--- config.mk ---
export PLATFORM = sky130hd
export DESIGN_NAME = serial_adder
export DESIGN_NICKNAME = d
export VERILOG_FILES = /design/src/rtl/serial_adder.sv
export SDC_FILE = /design/constraint.sdc
export NUM_CORES = 1
export LEC_CHECK = 0
export ABC_AREA = 1
export ABC_CLOCK_PERIOD_IN_PS = 1500
export CAP_MARGIN = 40
export CORE_UTILIZATION = 51
export DETAILED_ROUTE_END_ITERATION = 8
export PLACE_DENSITY = 0.76
export SLEW_MARGIN = 20
export SYNTH_ARGS = -nofsm -noshare
export SYNTH_HDL_FRONTEND = slang
export SYNTH_SLANG_ARGS = --single-unit
--- constraint.sdc ---
create_clock -name clock -period 1.5 [get_ports clock]
set_clock_uncertainty 0.1 [all_clocks]
set_input_delay 0.45 -clock clock [delete_from_list [all_inputs] [get_ports clock]]
set_output_delay 0.45 -clock clock [all_outputs]
set_load 0.02 [all_outputs]
--- src/rtl/serial_adder.sv ---
// Bit-serial WIDTH-bit adder: accepts a, b, cin over a valid/ready handshake, resolves one
// bit per cycle LSB-first, then holds sum/cout in DONE until the consumer takes them.
module serial_adder #(
    parameter int WIDTH = 8
) (
    input  logic             clock,
    input  logic             rst,
    input  logic             in_valid,
    output logic             in_ready,
    input  logic [WIDTH-1:0] a,
    input  logic [WIDTH-1:0] b,
    input  logic             cin,
    output logic             out_valid,
    input  logic             out_ready,
    output logic [WIDTH-1:0] sum,
    output logic             cout,
    output logic             busy
);

    localparam int CW = $clog2(WIDTH + 1);

    typedef enum logic [1:0] {
        S_IDLE = 2'd0,
        S_BUSY = 2'd1,
        S_DONE = 2'd2
    } state_t;

    // One full-adder cell: returns {carry_out, sum_bit}.
    function automatic logic [1:0] full_add(input logic x, input logic y, input logic ci);
        full_add = {(x & y) | (y & ci) | (x & ci), x ^ y ^ ci};
    endfunction

    state_t           r_state;
    logic [WIDTH-1:0] r_a_sh;
    logic [WIDTH-1:0] r_b_sh;
    logic [WIDTH-1:0] r_sum_sh;
    logic             r_carry;
    logic [CW-1:0]    r_bit_cnt;
    logic [WIDTH-1:0] r_sum;
    logic             r_cout;
    logic             r_out_valid;
    logic             r_busy;

    logic [1:0]       w_fa;
    logic             w_s;
    logic             w_c;
    logic             w_last;
    logic [WIDTH-1:0] w_sum_next;

    // Current bit of the addition and the end-of-operation flag.
    always_comb begin
        w_fa   = full_add(r_a_sh[0], r_b_sh[0], r_carry);
        w_s    = w_fa[0];
        w_c    = w_fa[1];
        w_last = (r_bit_cnt == CW'(WIDTH - 1));
    end

    // A single-bit sum register has nothing to shift down, so the new bit is the whole value.
    generate
        if (WIDTH == 1) begin : g_sum_w1
            assign w_sum_next = w_s;
        end else begin : g_sum_wn
            assign w_sum_next = {w_s, r_sum_sh[WIDTH-1:1]};
        end
    endgenerate

    // Ready is gated by reset so nothing is offered as accepted while reset is held.
    assign in_ready  = (r_state == S_IDLE) && !rst;
    assign out_valid = r_out_valid;
    assign sum       = r_sum;
    assign cout      = r_cout;
    assign busy      = r_busy;

    // Control FSM, datapath shift registers and output registers.
    always_ff @(posedge clock) begin
        if (rst) begin
            r_state     <= S_IDLE;
            r_a_sh      <= '0;
            r_b_sh      <= '0;
            r_sum_sh    <= '0;
            r_carry     <= 1'b0;
            r_bit_cnt   <= '0;
            r_sum       <= '0;
            r_cout      <= 1'b0;
            r_out_valid <= 1'b0;
            r_busy      <= 1'b0;
        end else begin
            case (r_state)
                S_IDLE: begin
                    if (in_valid) begin
                        r_a_sh    <= a;
                        r_b_sh    <= b;
                        r_carry   <= cin;
                        r_sum_sh  <= '0;
                        r_bit_cnt <= '0;
                        r_busy    <= 1'b1;
                        r_state   <= S_BUSY;
                    end
                end
                S_BUSY: begin
                    r_a_sh    <= r_a_sh >> 1;
                    r_b_sh    <= r_b_sh >> 1;
                    r_sum_sh  <= w_sum_next;
                    r_carry   <= w_c;
                    r_bit_cnt <= r_bit_cnt + CW'(1);
                    // Result registers update only here and persist until the next completion.
                    if (w_last) begin
                        r_sum       <= w_sum_next;
                        r_cout      <= w_c;
                        r_out_valid <= 1'b1;
                        r_busy      <= 1'b0;
                        r_state     <= S_DONE;
                    end
                end
                S_DONE: begin
                    if (out_ready) begin
                        r_out_valid <= 1'b0;
                        r_state     <= S_IDLE;
                    end
                end
                default: begin
                    r_out_valid <= 1'b0;
                    r_busy      <= 1'b0;
                    r_state     <= S_IDLE;
                end
            endcase
        end
    end

endmodule

# ---- Word-level counts from Yosys, hierarchy flattened
# Index checks and enable logic that the tools add are counted.
dict set report op_classes {
  reduce_logical 9
  muxes 20
  eq_ne 6
  n_bitwise 9
  addsub 1
}
# operator count
set op_table {}
lappend op_table {{one-hot mux 8 bit (2 select lines)} 3}
lappend op_table {{two-way mux 8 bit} 3}
lappend op_table {{AND reduction 3 bit} 3}
lappend op_table {{one-hot mux 4 bit (2 select lines)} 1}
lappend op_table {{two-way mux 2 bit} 3}
lappend op_table {{!= test 2 bit (second input constant)} 3}
lappend op_table {{one-hot mux 1 bit (3 select lines)} 2}
lappend op_table {{one-hot mux 2 bit (3 select lines)} 1}
lappend op_table {{two-way mux 1 bit} 5}
lappend op_table {{adder 4 x 1 -> 4 bit (second input constant)} 1}
lappend op_table {{equality test 4 x 3 -> 1 bit (second input constant)} 1}
lappend op_table {{two-way mux 4 bit} 1}
lappend op_table {{AND reduction 2 bit} 2}
lappend op_table {{bitwise AND 1 bit} 3}
lappend op_table {{equality test 2 x 1 -> 1 bit (second input constant)} 1}
lappend op_table {{equality test 2 bit (second input constant)} 1}
lappend op_table {{zero test 2 bit} 1}
lappend op_table {{inverter 1 bit} 2}
lappend op_table {{OR 1 bit} 2}
lappend op_table {{one-hot mux 1 bit (2 select lines)} 1}
lappend op_table {{nonzero test 2 bit} 1}
lappend op_table {{XOR 1 bit} 2}
lappend op_table {{logical AND 1 bit} 1}
lappend op_table {{zero test 1 bit} 1}
dict set report word_totals {
  wordCells 55
  register_bits 42
  out_inout_bits 12
  input_bits 21
}

# ---- Logic depth before layout (Yosys ltp)
dict set report depth {
  ltp_word 4
  ltp_mapped 7
  depth_no_buf 6
}

# ---- Worst setup path before layout
# No wires, ideal clock.
dict set report synth_timing {
  path_type {input port to output port}
  from {input rst}
  to {output in_ready}
  path_slack_ns -0.112
  arrival_time_ns 1.062
  stages 2
  n_path_buf 1
  t_required_ns 0.950
  path_cell_list {buf_2 nor3_1}
}
dict set report synth_via {
  elab_chain_cells 2
}
# item line_no
set synth_lines {}
lappend synth_lines {{start, declared} 7} ;# input logic rst,
lappend synth_lines {{zero test 1 bit} 68} ;# assign in_ready = (r_state == S_IDLE) && !rst;
lappend synth_lines {{logical AND 1 bit} 68}
lappend synth_lines {{end, declared} 9} ;# output logic in_ready,
# Every way passes these cells.

# ---- Final worst setup path
# Ends and elaborated chain as after synthesis.

==> impl_metrics.json <==
{
  "ys_seq_elements": 41,
  "p_int_w": 0.001490,
  "wire_per_inst_um": 10.88,
  "io_buffer_count": 32,
  "nFillCells": 334,
  "fmax_ghz": 0.6421,
  "wirelength_met1_mm": 1.717,
  "nets": 325,
  "synth.area.mux_share_pct": 0,
  "top_layer_used": "met4",
  "hold_viol": 0,
  "coreArea_um2": 3390,
  "cts_buffer_depth": 2,
  "start_util_pct": 53.93,
  "synthAdderAreaFrac_pct": 1.780,
  "wl_met2_mm": 1.862,
  "antenna_found_initial": 0,
  "syn_avg_cell_area_um2": 6.924,
  "drt_iter0_markers": 125,
  "relSlewSlack_pct": 82.87,
  "grt_pass1_wl_mm": 6.182,
  "grt_start_max_net_pins": 37,
  "chipHeight_um": 61.87,
  "syn_area_um2": 1828,
  "grt_overflow": 0,
  "setup_viol": 1,
  "postCtsSetupRepairBufs": 0,
  "grt_pass1_vias": 1425,
  "dpl_worst_slack_ps": -686.9,
  "critPathMaxFanout": 2,
  "chipWidth_um": 61.87,
  "clkPwrFrac_pct": 26.2,
  "p_sw_share_pct": 29.81,
  "drive_gt1_share_pct": 13.53,
  "grt_use_total_pct": 22.50,
  "clock-sinks": 41,
  "seqPwrFrac_pct": 55.1,
  "synthSimpleGateAreaFrac_pct": 40.38,
  "wl_met3_um": 163,
  "finalMaxSlewViolations": 0,
  "cp-start-kind": "input pin",
  "via_per_inst": 4.894,
  "p_switching_w": 0.0006326,
  "p_comb_share_pct": 18.8,
  "place_congestion": 0.7829,
  "violations": "setup timing",
  "n_antenna_cell": 0,
  "fp.dieArea_um2": 3828,
  "leakage_nw": 1.029,
  "hold_class": "flip-flop to flip-flop",
  "status": "complete, but fails checks",
  "clk_latency_ps": 360,
  "cts_tree": "built",
  "synth-seq-area-share_pct": 44.90,
  "synth_top_family_by_area": "simple AND/OR/NAND/NOR gates",
  "synth_xor_area_share_pct": 0,
  "cts_max_level": 2,
  "route.detailed.drc": 0,
  "critical_path_arrival_ps": 1010,
  "finalCritPeriodShare_pct": 103.8,
  "fin_util_pct": 66.85,
  "peakVddDrop_uv": 671.3,
  "cp.required_ps": 950,
  "area_delta_synth_final_pct": 23.96,
  "period_needed_ps": 1557,
  "cts.clk_slew.worst_paths_ps": 110,
  "max_slew.worst_pin.slew_ps": 256.3,
  "cts_buffers": 5,
  "endpoint_kind": "output port",
  "io_pins": 33,
  "wl_mm": 3.796,
  "rsz0062_at_grt": "true",
  "drv_cap": 0,
  "drt_pass1_iterations": 4,
  "path_class": "input pin to output port",
  "fin_ws_ps": -57.43,
  "vias": 1708,
  "ant_nets": 0,
  "cts.root.buffer_cell": "clkbuf_4",
  "ys_warn_count": 0,
  "syn_nets": 287,
  "place_hpwl_mm": 2.546,
  "ys_types": 17,
  "power_density_nw_per_um2": 936.6,
  "synth_compound_area_share_pct": 4.654,
  "syn-instance-count": 264,
  "fp-row-count": 21
}
-- logic make-up after synthesis --
group	Yosys count
AOI/OAI and AO/OA	17
adders and majority gates	2
buffers and inverters	37
DFF	41
and+or+nand+nor	167
-- per-stage QoR --
step | hold slack, ps | instances | area (µm²) | total power, W | setup TNS [ps]
2_1_floorplan | 347.5 | 264 | 1833 | 0.001438 | 0
3_3_place_gp | 348.7 | 341 | 2256 | 0.001595 | -9800
3_5_place_dp | 370.7 | 341 | 2256 | 0.001596 | -10240
4_1_cts | 389.0 | 349 | 2255 | 0.002137 | -65.60
5_1_grt | 404.1 | 349 | 2266 | 0.002245 | -100.6
6_report | 383.7 | 349 | 2266 | 0.002122 | -57.43
-- Yosys cell counts --
library cell	count	area (µm²)
o21ai_0	2	10.01
clkbuf_1	1	3.750
buf_1	3	11.26
nand3b_1	10	75.07
nor3_1	1	5.000
buf_2	10	50.05
a21oi_1	15	75.07
nor2_4	1	11.26
nand2_1	66	247.7
fa_1	1	20.02
nor2_2	2	12.51
inv_2	2	7.510
inv_1	21	78.83
ha_1	1	12.51
nand3_1	48	240.2
dfxtp_1	41	820.8
nor2_1	39	146.4
-- critical path: stages --
cell,delay (ps)
clkdlybuf4s15_1,200
nor3_2,190
buf_4,160
-- registers in the layout, summed over array words and instances, names as in the netlist --
name       flops
r_bit_cnt      4
out_valid      1
sum            8
r_carry        1
r_state        2
r_a_sh         8
r_sum_sh       7
r_b_sh         8
cout           1
busy           1
-- routing by layer --
metal	up-vias	GRT usage [%]
li1	913	-
met1	753	26.90
met2	35	38.25
met3	7	7.453
met4	0	6.984
met5	-	0
-- final cells by class --
type | instances | area, µm² | area share [%]
clock inverter | 3 | 17.52 | 0.7731
sequential | 41 | 823.3 | 36.33
timing repair buffer | 45 | 377.9 | 16.68
inverter | 23 | 86.33 | 3.810
clock buffer | 5 | 37.54 | 1.657
tap | 46 | 57.56 | 2.540
multi-input combinational | 186 | 865.8 | 38.21
-- timing repair --
item / in CTS / in global routing
hold endpoints to repair: 0 / 0
endpoints found under the setup margin: 12 / 13
pin swaps: 1 / 1
resized for setup: 52 / 4
hold buffers: 0 / 0
-- cell usage in the layout, fill, tap and decap left out, drive strengths merged --
cell	netlist	final
clkinvlp	0	1
clkbuf	1	5
buf	13	25
nor3	1	1
a21oi	15	15
inv	23	23
nand3	48	48
nor2	42	42
nand3b	10	10
clkdlybuf4s15	0	1
dfxtp	41	41
clkinv	0	2
clkdlybuf4s50	0	19
o21ai	2	2
nand2	66	66
ha	1	1
fa	1	1
-- power groups by stage --
stage               clock [W]  combinational, W  sequential (W)
floorplan                   0          0.000244         0.00119
global placement            0          0.000404         0.00119
detailed placement          0          0.000404         0.00119
CTS                  0.000567          0.000401         0.00117
global route         0.000621          0.000450         0.00117
finish               0.000555          0.000399         0.00117
-- worst paths after layout --
path,slack [ps],startpoint,to,depth (start not counted)
min,380,out_valid,out_valid,2
max reg2reg,150,r_bit_cnt[0],sum[0],5
min reg2reg,380,out_valid,out_valid,2
max,-60,rst,in_ready,3
Note: power is estimated with default switching activity, not from simulation.
